==> config.mk <==
export PLATFORM = sky130hd
export DESIGN_NAME = rr_bus_arbiter8_flat
export DESIGN_NICKNAME = d
export VERILOG_FILES = /design/src/rtl/rr_bus_arbiter8_if.sv /design/src/rtl/rr_bus_arbiter8.sv /design/src/flat_wrapper.sv
export SDC_FILE = /design/constraint.sdc
export NUM_CORES = 1
export LEC_CHECK = 0
export BUFFER_PORTS_ARGS = -buffer_cell sky130_fd_sc_hd__buf_2
export CORE_MARGIN = 4
export CORE_UTILIZATION = 52
export CTS_CLUSTER_DIAMETER = 200
export DETAILED_ROUTE_END_ITERATION = 12
export PLACE_DENSITY = 0.92
export SYNTH_ARGS = -nofsm -noshare
export SYNTH_HDL_FRONTEND = slang
export SYNTH_SLANG_ARGS = --single-unit
==> constraint.sdc <==
create_clock -name clk -period 5.1 [get_ports clk]
set_input_delay 0.255 -clock clk [delete_from_list [all_inputs] [get_ports clk]]
set_output_delay 0.255 -clock clk [all_outputs]
set_load 0.01 [all_outputs]
==> src/rtl/rr_bus_arbiter8_if.sv <==
// Shared-bus arbitration interface for rr_bus_arbiter8.
// Requester side (master) drives the request vector and the eight data
// lanes; the arbiter (slave) returns grant, owner index, valid and the
// selected bus value. The lock signal exists only when ARB_LOCK_EN is defined.
interface rr_bus_arbiter8_if;
  logic [7:0] req;
  logic [7:0] i0, i1, i2, i3, i4, i5, i6, i7;
  logic [7:0] gnt;
  logic [2:0] sel;
  logic       valid;
  logic [7:0] y;
`ifdef ARB_LOCK_EN
  logic       lock;

  modport master (
    output req, i0, i1, i2, i3, i4, i5, i6, i7, lock,
    input  gnt, sel, valid, y
  );

  modport slave (
    input  req, i0, i1, i2, i3, i4, i5, i6, i7, lock,
    output gnt, sel, valid, y
  );
`else
  modport master (
    output req, i0, i1, i2, i3, i4, i5, i6, i7,
    input  gnt, sel, valid, y
  );

  modport slave (
    input  req, i0, i1, i2, i3, i4, i5, i6, i7,
    output gnt, sel, valid, y
  );
`endif
endinterface

==> src/rtl/rr_bus_arbiter8.sv <==
// 8-way round-robin arbiter for one shared 8-bit bus.
// An owner keeps the bus until it drops its request or has held it for
// MAX_HOLD cycles; the next owner is picked in the same cycle, so there is
// no idle bubble between owners. Grant, owner index and valid are registered;
// the bus value y is a combinational 8:1 mux on the registered owner.
// Optional feature: define ARB_LOCK_EN to add a lock input that freezes the
// hold counter (no timeout) while the owner keeps requesting.
module rr_bus_arbiter8 #(
  parameter int MAX_HOLD = 4   // legal 1..16
) (
  input  logic           clk,
  input  logic           rst_n,
  rr_bus_arbiter8_if.slave bus
);

  localparam logic [3:0] HOLD_LAST = 4'(MAX_HOLD - 1);

  typedef enum logic {IDLE = 1'b0, GRANT = 1'b1} state_t;

  state_t     r_state;
  logic [7:0] r_gnt;
  logic [2:0] r_sel;
  logic [2:0] r_ptr;
  logic [3:0] r_hold;

  logic [7:0] w_data [8];
  logic       w_locked;
  logic       w_timeout;
  logic       w_release;
  logic [2:0] w_base;
  logic [7:0] w_rot;
  logic       w_found;
  logic [2:0] w_pick;

  assign w_data[0] = bus.i0;
  assign w_data[1] = bus.i1;
  assign w_data[2] = bus.i2;
  assign w_data[3] = bus.i3;
  assign w_data[4] = bus.i4;
  assign w_data[5] = bus.i5;
  assign w_data[6] = bus.i6;
  assign w_data[7] = bus.i7;

`ifdef ARB_LOCK_EN
  // Lock only matters while the owner is still asking for the bus.
  assign w_locked = bus.lock & bus.req[r_sel] & (r_state == GRANT);
`else
  assign w_locked = 1'b0;
`endif

  assign w_timeout = (r_hold == HOLD_LAST) & ~w_locked;
  assign w_release = (r_state == GRANT) & (~bus.req[r_sel] | w_timeout);

  // On release the search starts just past the outgoing owner, so a lone
  // requester that timed out wraps back around to itself.
  assign w_base = w_release ? (r_sel + 3'd1) : r_ptr;

  // Rotate the request vector so position 0 is the highest priority.
  for (genvar k = 0; k < 8; k++) begin : g_rot
    assign w_rot[k] = bus.req[w_base + 3'(k)];
  end

  // First set bit of the rotated vector, mapped back to a requester index.
  always_comb begin
    w_found = 1'b0;
    w_pick  = w_base;
    for (int k = 7; k >= 0; k--) begin
      if (w_rot[k]) begin
        w_found = 1'b1;
        w_pick  = w_base + 3'(k);
      end
    end
  end

  // Arbitration FSM: IDLE waits for any request, GRANT keeps or hands over.
  always_ff @(posedge clk or negedge rst_n) begin
    if (!rst_n) begin
      r_state <= IDLE;
      r_gnt   <= 8'h00;
      r_sel   <= 3'd0;
      r_ptr   <= 3'd0;
      r_hold  <= 4'd0;
    end else begin
      case (r_state)
        IDLE: begin
          if (w_found) begin
            r_state <= GRANT;
            r_sel   <= w_pick;
            r_gnt   <= 8'b1 << w_pick;
            r_hold  <= 4'd0;
          end
        end
        GRANT: begin
          if (!w_release) begin
            if (!w_locked) r_hold <= r_hold + 4'd1;
          end else begin
            r_ptr <= r_sel + 3'd1;
            if (w_found) begin
              r_sel  <= w_pick;
              r_gnt  <= 8'b1 << w_pick;
              r_hold <= 4'd0;
            end else begin
              r_state <= IDLE;
              r_gnt   <= 8'h00;
              r_hold  <= 4'd0;
            end
          end
        end
        default: begin
          r_state <= IDLE;
          r_gnt   <= 8'h00;
        end
      endcase
    end
  end

  assign bus.gnt   = r_gnt;
  assign bus.sel   = r_sel;
  assign bus.valid = (r_state == GRANT);
  assign bus.y     = (r_state == GRANT) ? w_data[r_sel] : 8'h00;

endmodule

==> src/flat_wrapper.sv <==
// flat-port wrapper written by rule: the top's interface ports become plain ports
module rr_bus_arbiter8_flat 
#(
  parameter int MAX_HOLD = 4                 
)
  (clk, rst_n, bus_req, bus_i0, bus_i1, bus_i2, bus_i3, bus_i4, bus_i5, bus_i6, bus_i7, bus_gnt, bus_sel, bus_valid, bus_y);
  rr_bus_arbiter8_if bus_i ();
  input  logic clk;
  input  logic rst_n;
  input wire logic [$bits(bus_i.req)-1:0] bus_req;
  input wire logic [$bits(bus_i.i0)-1:0] bus_i0;
  input wire logic [$bits(bus_i.i1)-1:0] bus_i1;
  input wire logic [$bits(bus_i.i2)-1:0] bus_i2;
  input wire logic [$bits(bus_i.i3)-1:0] bus_i3;
  input wire logic [$bits(bus_i.i4)-1:0] bus_i4;
  input wire logic [$bits(bus_i.i5)-1:0] bus_i5;
  input wire logic [$bits(bus_i.i6)-1:0] bus_i6;
  input wire logic [$bits(bus_i.i7)-1:0] bus_i7;
  output wire logic [$bits(bus_i.gnt)-1:0] bus_gnt;
  output wire logic [$bits(bus_i.sel)-1:0] bus_sel;
  output wire logic [$bits(bus_i.valid)-1:0] bus_valid;
  output wire logic [$bits(bus_i.y)-1:0] bus_y;
  assign bus_i.req = bus_req;
  assign bus_i.i0 = bus_i0;
  assign bus_i.i1 = bus_i1;
  assign bus_i.i2 = bus_i2;
  assign bus_i.i3 = bus_i3;
  assign bus_i.i4 = bus_i4;
  assign bus_i.i5 = bus_i5;
  assign bus_i.i6 = bus_i6;
  assign bus_i.i7 = bus_i7;
  assign bus_gnt = bus_i.gnt;
  assign bus_sel = bus_i.sel;
  assign bus_valid = bus_i.valid;
  assign bus_y = bus_i.y;
  rr_bus_arbiter8 #(.MAX_HOLD(MAX_HOLD)) u_core (.clk(clk), .rst_n(rst_n), .bus(bus_i));
endmodule
## After elaboration in Yosys (flattened, before gate mapping)

Index checks and enable logic that the tools add are counted.

| operators by class | value |
|---|---|
| $add $sub $neg | 9 |
| $lt $le $gt $ge | 10 |
| equal/unequal tests | 3 |
| shift-type cells | 1 |
| muxes and demuxes | 52 |
| bitwise logic cells | 5 |
| reduce and logical (&&, ||, !) cells | 1 |

Operators by type and width:

| cell | number |
|---|---|
| $mux 8 | 6 |
| $lt 3x4->1 const B | 9 |
| $mux 3 | 11 |
| $bmux 1 s3 | 9 |
| $bmux 8 s3 | 1 |
| $mux 1 | 19 |
| $pmux 8 s2 | 1 |
| $add 3x3->3 const B | 4 |
| $mux 4 | 2 |
| $pmux 4 s2 | 1 |
| $shl 1x3->8 const A | 1 |
| $add 3x1->3 const B | 2 |
| $add 3x2->3 const B | 2 |
| $pmux 3 s2 | 1 |
| $add 4x1->4 const B | 1 |
| $eq 4x2->1 const B | 1 |
| $ge 4x4->1 const B | 1 |
| $not 3->4 | 1 |
| $ne 2x1->1 const B | 1 |
| $ne 2x2->1 const B | 1 |
| $not 1->1 | 2 |
| $pmux 1 s2 | 1 |
| $reduce_and 2->1 | 1 |
| $and 1x1->1 | 1 |
| $or 1x1->1 | 1 |

| storage, ports and cells | value |
|---|---|
| bits in registers | 19 |
| bits of input ports | 74 |
| output and inout port bits | 20 |

## Logic depth before layout (Yosys ltp)

| logic depth | value |
|---|---|
| word-level depth | 21 |
| gate-level depth with buffers | 17 |
| mapped depth without buffers | 15 |

## Worst setup path before layout

OpenSTA, ideal clock, no wires.

| timing | value |
|---|---|
| path type | reg2reg |
| start | register u_core.r_sel[2], in the netlist u_core.bus.sel[2] |
| end | register u_core.r_gnt[0], in the netlist u_core.bus.gnt[0] |
| arrival time | 4288 ps |
| data required time | 4978 ps |
| slack | 690 ps |
| cell stages (with the launch flop) | 17 |
| period minus slack after synthesis | 4410 ps |
| path through | dfrtp_1 buf_2 nand2b_1 or3_1 a31oi_4 mux2_2 buf_4 inv_2 buf_2 ha_1 buf_1 clkinv_1 mux4_2 or4b_4 nand2_1 nor3_1 a32o_1 |

| on the way | value |
|---|---|
| word-level cells in the longest chain between the ends | 21 |
| elaborated cells on any way between the ends | 54 |
| classes of those cells | add/sub (8); eq/ne (2); shift (1); mux (39); bitwise (3); reduce/logical (1) |

Ends and longest elaborated chain:

| what | RTL line | RTL |
|---|---|---|
| from (decl) | rr_bus_arbiter8.sv:22 | `logic [2:0] r_sel;` |
| from (signal assigned) | rr_bus_arbiter8.sv:88 | `r_sel <= w_pick;` |
| from (signal assigned) | rr_bus_arbiter8.sv:99 | `r_sel <= w_pick;` |
| $bmux 1 s3 (*) | rr_bus_arbiter8.sv:52 | `assign w_release = (r_state == GRANT) & (~bus.req[r_sel] \| w_timeout);` |
| $mux 1 (not written as such) (*) | rr_bus_arbiter8.sv:52 |  |
| $not 1->1 (*) | rr_bus_arbiter8.sv:52 |  |
| $or 1x1->1 (*) | rr_bus_arbiter8.sv:52 |  |
| $and 1x1->1 (*) | rr_bus_arbiter8.sv:52 |  |
| $mux 3 (*) | -- |  |
| net u_core.w_base[1] | rr_bus_arbiter8.sv:30 | `logic [2:0] w_base;` |
| $add 3x3->3 | rr_bus_arbiter8.sv:60, rr_bus_arbiter8.sv:70 |  |
| $bmux 1 s3 | rr_bus_arbiter8.sv:60 | `assign w_rot[k] = bus.req[w_base + 3'(k)];` |
| $mux 1 (not written as such) | rr_bus_arbiter8.sv:60 |  |
| $mux 3 (8 in a row) | rr_bus_arbiter8.sv:68 | `if (w_rot[k]) begin` |
| $shl 1x3->8 | rr_bus_arbiter8.sv:89, rr_bus_arbiter8.sv:100 |  |
| $mux 8 | rr_bus_arbiter8.sv:98 | `if (w_found) begin` |
| $mux 8 | rr_bus_arbiter8.sv:94 | `if (!w_release) begin` |
| $pmux 8 s2 | rr_bus_arbiter8.sv:84 | `case (r_state)` |
| to (signal assigned) | rr_bus_arbiter8.sv:89 | `r_gnt <= 8'b1 << w_pick;` |
| to (signal assigned) | rr_bus_arbiter8.sv:100 | `r_gnt <= 8'b1 << w_pick;` |
| to (decl) | rr_bus_arbiter8.sv:21 | `logic [7:0] r_gnt;` |

The timed path passes the listed nets; every way through them passes the cells marked *. The select of a mux whose other input is x is not followed.
A chain may end at the register's enable or synchronous reset.

## Worst setup path after layout

| timing | value |
|---|---|
| start | register u_core.r_sel[0], in the netlist u_core.bus.sel[0] |
| end | register u_core.r_gnt[5], in the netlist u_core.bus.gnt[5] |

| on the way | value |
|---|---|
| word-level cells in the longest chain between the ends | 21 |
| elaborated cells on any way between the ends | 54 |
| classes of those cells | add/sub (8); eq/ne (2); shift (1); mux (39); bitwise (3); reduce/logical (1) |

Ends and longest elaborated chain:

| what | RTL line |
|---|---|
| $bmux 1 s3 | rr_bus_arbiter8.sv:52 |
| $mux 1 (not written as such) | rr_bus_arbiter8.sv:52 |
| $not 1->1 | rr_bus_arbiter8.sv:52 |
| $or 1x1->1 | rr_bus_arbiter8.sv:52 |
| $and 1x1->1 | rr_bus_arbiter8.sv:52 |
| $mux 3 (*) | -- |
| net u_core.w_base[0] | rr_bus_arbiter8.sv:30 |
| $add 3x3->3 | rr_bus_arbiter8.sv:60, rr_bus_arbiter8.sv:70 |
| $bmux 1 s3 | rr_bus_arbiter8.sv:60 |
| $mux 1 (not written as such) | rr_bus_arbiter8.sv:60 |
| $mux 3 (8 in a row) | rr_bus_arbiter8.sv:68 |
| $shl 1x3->8 | rr_bus_arbiter8.sv:89, rr_bus_arbiter8.sv:100 |
| $mux 8 | rr_bus_arbiter8.sv:98 |
| $mux 8 | rr_bus_arbiter8.sv:94 |
| $pmux 8 s2 | rr_bus_arbiter8.sv:84 |

Marks and branches as above.

==> results.rst <==
.. list-table::
   :header-rows: 1

   * - Metric
     - Value
   * - Result of the run
     - finished clean
   * - DR vias/cell
     - 6.71
   * - Min Clock Period, post-route
     - 4.80 ns
   * - Count of distinct cell types in the synthesized netlist
     - between 70 and 80
   * - Average detailed-routed wire length per instance
     - 19.7 µm
   * - Area added between synthesis and finish
     - 22.3%
   * - Number of global-route vias before repair
     - between 3000 and 4000
   * - Class of the worst hold path
     - in -> async
   * - Most frequent cell after synthesis
     - sky130_fd_sc_hd__nor2_1
   * - Average footprint of a synthesized cell
     - between 9 and 10 µm²
   * - Setup slack after placement
     - 0.218 ns
   * - Global-route wire length before repair
     - 15100 µm
   * - Die Ht
     - 81.3 µm
   * - CTS clock-pin slew for the worst setup and hold paths
     - 0.07 ns
   * - Number of vias after detailed routing
     - 3114
   * - Unrepaired setup endpoints after global routing
     - false
   * - Worst setup SP type
     - register
   * - Setup TNS after final layout
     - 0 ns
   * - CTS root buffer
     - sky130_fd_sc_hd__clkbuf_8
   * - Register area share after synthesis
     - 17.0%
   * - Largest net degree at the start of global routing
     - 20
   * - Required time reported for the critical path endpoint
     - approximately 5.2 ns
   * - Weighted congestion reported at the end of routability-driven placement
     - between 0.9 and 1
   * - Pins over their slew limit
     - 0
   * - Total routing usage reported by global routing
     - between 20% and 30%
   * - Number of port buffers
     - 93
   * - Synth area leader
     - sky130_fd_sc_hd__dfrtp_1
   * - Total clock buffers created by CTS
     - 3
   * - Worst skew pair latency
     - 0.26 ns
   * - Proportion of layout cells with a drive suffix above 1
     - 40.9%
   * - Post-Synthesis Cell Area
     - 2790 µm²
   * - Maximum clock frequency
     - 208 MHz
   * - Synth async-reset ratio
     - 100%
   * - Smallest setup slack after layout
     - 0.304 ns
   * - Top post-synthesis cells by area
     - sky130_fd_sc_hd__dfrtp_1 (17%), sky130_fd_sc_hd__mux4_2 (15%), sky130_fd_sc_hd__mux2i_1 (9.0%)
   * - Synthesized flop and latch total
     - 19
   * - Final worst path period share
     - 94.0%
   * - Post-detailed-route DRC marker count
     - 0
   * - Clock tree from TritonCTS
     - yes
   * - Top cells by count, synth
     - sky130_fd_sc_hd__nor2_1 (29), sky130_fd_sc_hd__nand2_1 (28), sky130_fd_sc_hd__mux2i_1 (25)
   * - Number of antenna violations at the first check in global routing
     - 0
   * - Routed Antenna Nets
     - 0
   * - Number of maximum-capacitance constraint violations
     - 0
   * - Rel. slew slack
     - 39.7%
   * - Nature of the critical path endpoint
     - register
   * - Initial cell density of the core
     - 54.0%
   * - Cell count after synthesis
     - 301
   * - Total inserted antenna cells
     - 0
   * - CTS sink count
     - 19
   * - Floorplan row count
     - 26
   * - Slew @ Worst Pin
     - 0.891 ns
   * - Critical setup path kind
     - reg -> reg
   * - Depth of the CTS H-tree
     - 1
   * - Number of buffers between clock root and the deepest sink
     - 2
   * - Number of filler instances in the final layout
     - 395
   * - Syn Nets
     - 379
   * - Worst Skew
     - approximately 0.0042 ns
   * - Placed wire-length estimate after detailed placement
     - between 7000 and 8000 µm
   * - Share of the synthesized area in the top cell type
     - 17.0%
   * - Number of failing hold endpoints at the final stage
     - 0
   * - # Post-CTS Setup Buffers
     - 0
   * - Final core utilization
     - 66.0%
   * - Count of pins on the block boundary
     - 94
   * - Standard cell core area
     - 5170 µm²
   * - Arrival time of the worst setup path
     - 4.92 ns
   * - Total congestion overflow
     - 0
   * - Worst-path maximum fanout
     - 16
   * - Width of the die
     - 81.3 µm
   * - Length of the first detailed-routing pass in iterations
     - 5
   * - Count of synthesis-stage warnings from yosys
     - 0
   * - Detailed router's first-iteration violation count
     - roughly 560
   * - Most frequently used flop master after synthesis
     - sky130_fd_sc_hd__dfrtp_1
   * - Die area
     - 6610 µm²
   * - Detailed Route WL
     - between 9000 and 10000 µm
   * - Number of synthesized flops with an enable pin
     - 0
   * - Final setup violation count
     - 0
   * - Number of nets in the final layout
     - 473
[metrics by stage]
step | area, µm² | instances | hold WS (ns)
after floorplan | 2790 | 301 | -0.0406
after global placement | 3350 | 459 | 0.198
after detailed placement | 3350 | 459 | 0.212
after CTS | 3410 | 464 | 0.471
after global routing | 3410 | 464 | 0.505
final | 3410 | 464 | 0.458
[cell type report]
class	instances	area [µm²]	share of cell area, %
Multi-Input combinational cell	256	2200	64.6
Timing Repair Buffer	105	558	16.3
Clock buffer	4	45.0	1.32
Sequential cell	19	477	14.0
Tap cell	70	87.6	2.57
Inverter	10	42.5	1.25
[state kept, by name, indices dropped and copies added (netlist names)]
| signal | count |
|---|---|
| u_core.bus.gnt | 8 |
| u_core.r_hold | 4 |
| u_core.bus.sel | 3 |
| u_core.r_ptr | 3 |
| u_core.bus.valid | 1 |
[path summary, 6_finish.rpt]
path | start | end | slack, ns | depth (start not counted)
hold / removal | rst_n | u_core.bus.gnt[3] | 0.46 | 2
setup reg to reg | u_core.bus.sel[0] | u_core.bus.gnt[5] | 0.30 | 14
hold reg to reg | u_core.bus.gnt[0] | u_core.bus.gnt[0] | 0.49 | 1
setup / recovery | u_core.bus.sel[0] | u_core.bus.gnt[5] | 0.30 | 14
min in group clk | u_core.bus.gnt[0] | u_core.bus.gnt[0] | 0.49 | 1
max in group asynchronous | rst_n | u_core.bus.sel[0] | 4.33 | 2
[cells in the final DEF, fill, tap and decap left out, types with 4 or more instances in the layout]
master,Yosys,final
sky130_fd_sc_hd__xnor2_1,6,6
sky130_fd_sc_hd__nand3_1,4,4
sky130_fd_sc_hd__mux2_2,10,10
sky130_fd_sc_hd__nand2b_1,5,5
sky130_fd_sc_hd__o21ai_1,4,4
sky130_fd_sc_hd__a31oi_1,4,4
sky130_fd_sc_hd__buf_4,1,11
sky130_fd_sc_hd__o22ai_1,5,5
sky130_fd_sc_hd__a21oi_1,6,6
sky130_fd_sc_hd__ha_1,4,4
sky130_fd_sc_hd__nor2_1,29,29
sky130_fd_sc_hd__mux2i_1,25,25
sky130_fd_sc_hd__inv_1,7,7
sky130_fd_sc_hd__buf_2,3,93
sky130_fd_sc_hd__a211oi_1,4,4
sky130_fd_sc_hd__mux4_2,19,19
sky130_fd_sc_hd__dfrtp_1,19,18
sky130_fd_sc_hd__o211ai_1,4,4
sky130_fd_sc_hd__and3_1,5,5
sky130_fd_sc_hd__a32o_1,5,5
sky130_fd_sc_hd__o21ai_0,14,14
sky130_fd_sc_hd__o31ai_1,8,8
sky130_fd_sc_hd__nand2_1,28,28
[critical path, cell delays in order (launching register included)]
cell	delay, ns
sky130_fd_sc_hd__dfrtp_2	0.59
sky130_fd_sc_hd__mux2i_1	0.35
sky130_fd_sc_hd__a31o_2	0.37
sky130_fd_sc_hd__nor4_2	0.10
sky130_fd_sc_hd__or3_1	0.43
sky130_fd_sc_hd__inv_1	0.16
sky130_fd_sc_hd__ha_1	0.28
sky130_fd_sc_hd__inv_1	0.13
sky130_fd_sc_hd__o211a_1	0.15
sky130_fd_sc_hd__nor2_2	0.38
sky130_fd_sc_hd__mux4_2	0.58
sky130_fd_sc_hd__or4b_4	0.57
sky130_fd_sc_hd__nand2_1	0.19
sky130_fd_sc_hd__o21bai_1	0.23
sky130_fd_sc_hd__o31ai_1	0.13
[repair_timing]
item / CTS / global route
resized for setup: 0 / 2
hold endpoints to repair: 19 / 0
endpoints found under the setup margin: 0 / 12
hold buffers: 1 / 0
[kinds of logic (layout without fill, tap and decap cells)]
family / Yosys count / count (layout) / share of synthesized area, %
compound gates: 91 / 91 / 26.7
flops: 19 / 19 / 17.0
fa+ha+maj: 4 / 4 / 1.79
simple gates: 96 / 96 / 17.5
xor+xnor: 9 / 9 / 3.49
mux: 56 / 56 / 29.3
buf+inv: 26 / 119 / 4.21
[routing by layer]
layer,GRT usage [%],vias to the layer above,share of wire [%]
met1,38.3,1500,39
met3,3.88,20,9.4
li1,-,1375,-
met5,0,-,0
met4,5.57,0,1.0
met2,50.5,219,51
Power is not shown: default switching activity piles up to over one toggle a cycle in this logic, so the estimate is an artifact.
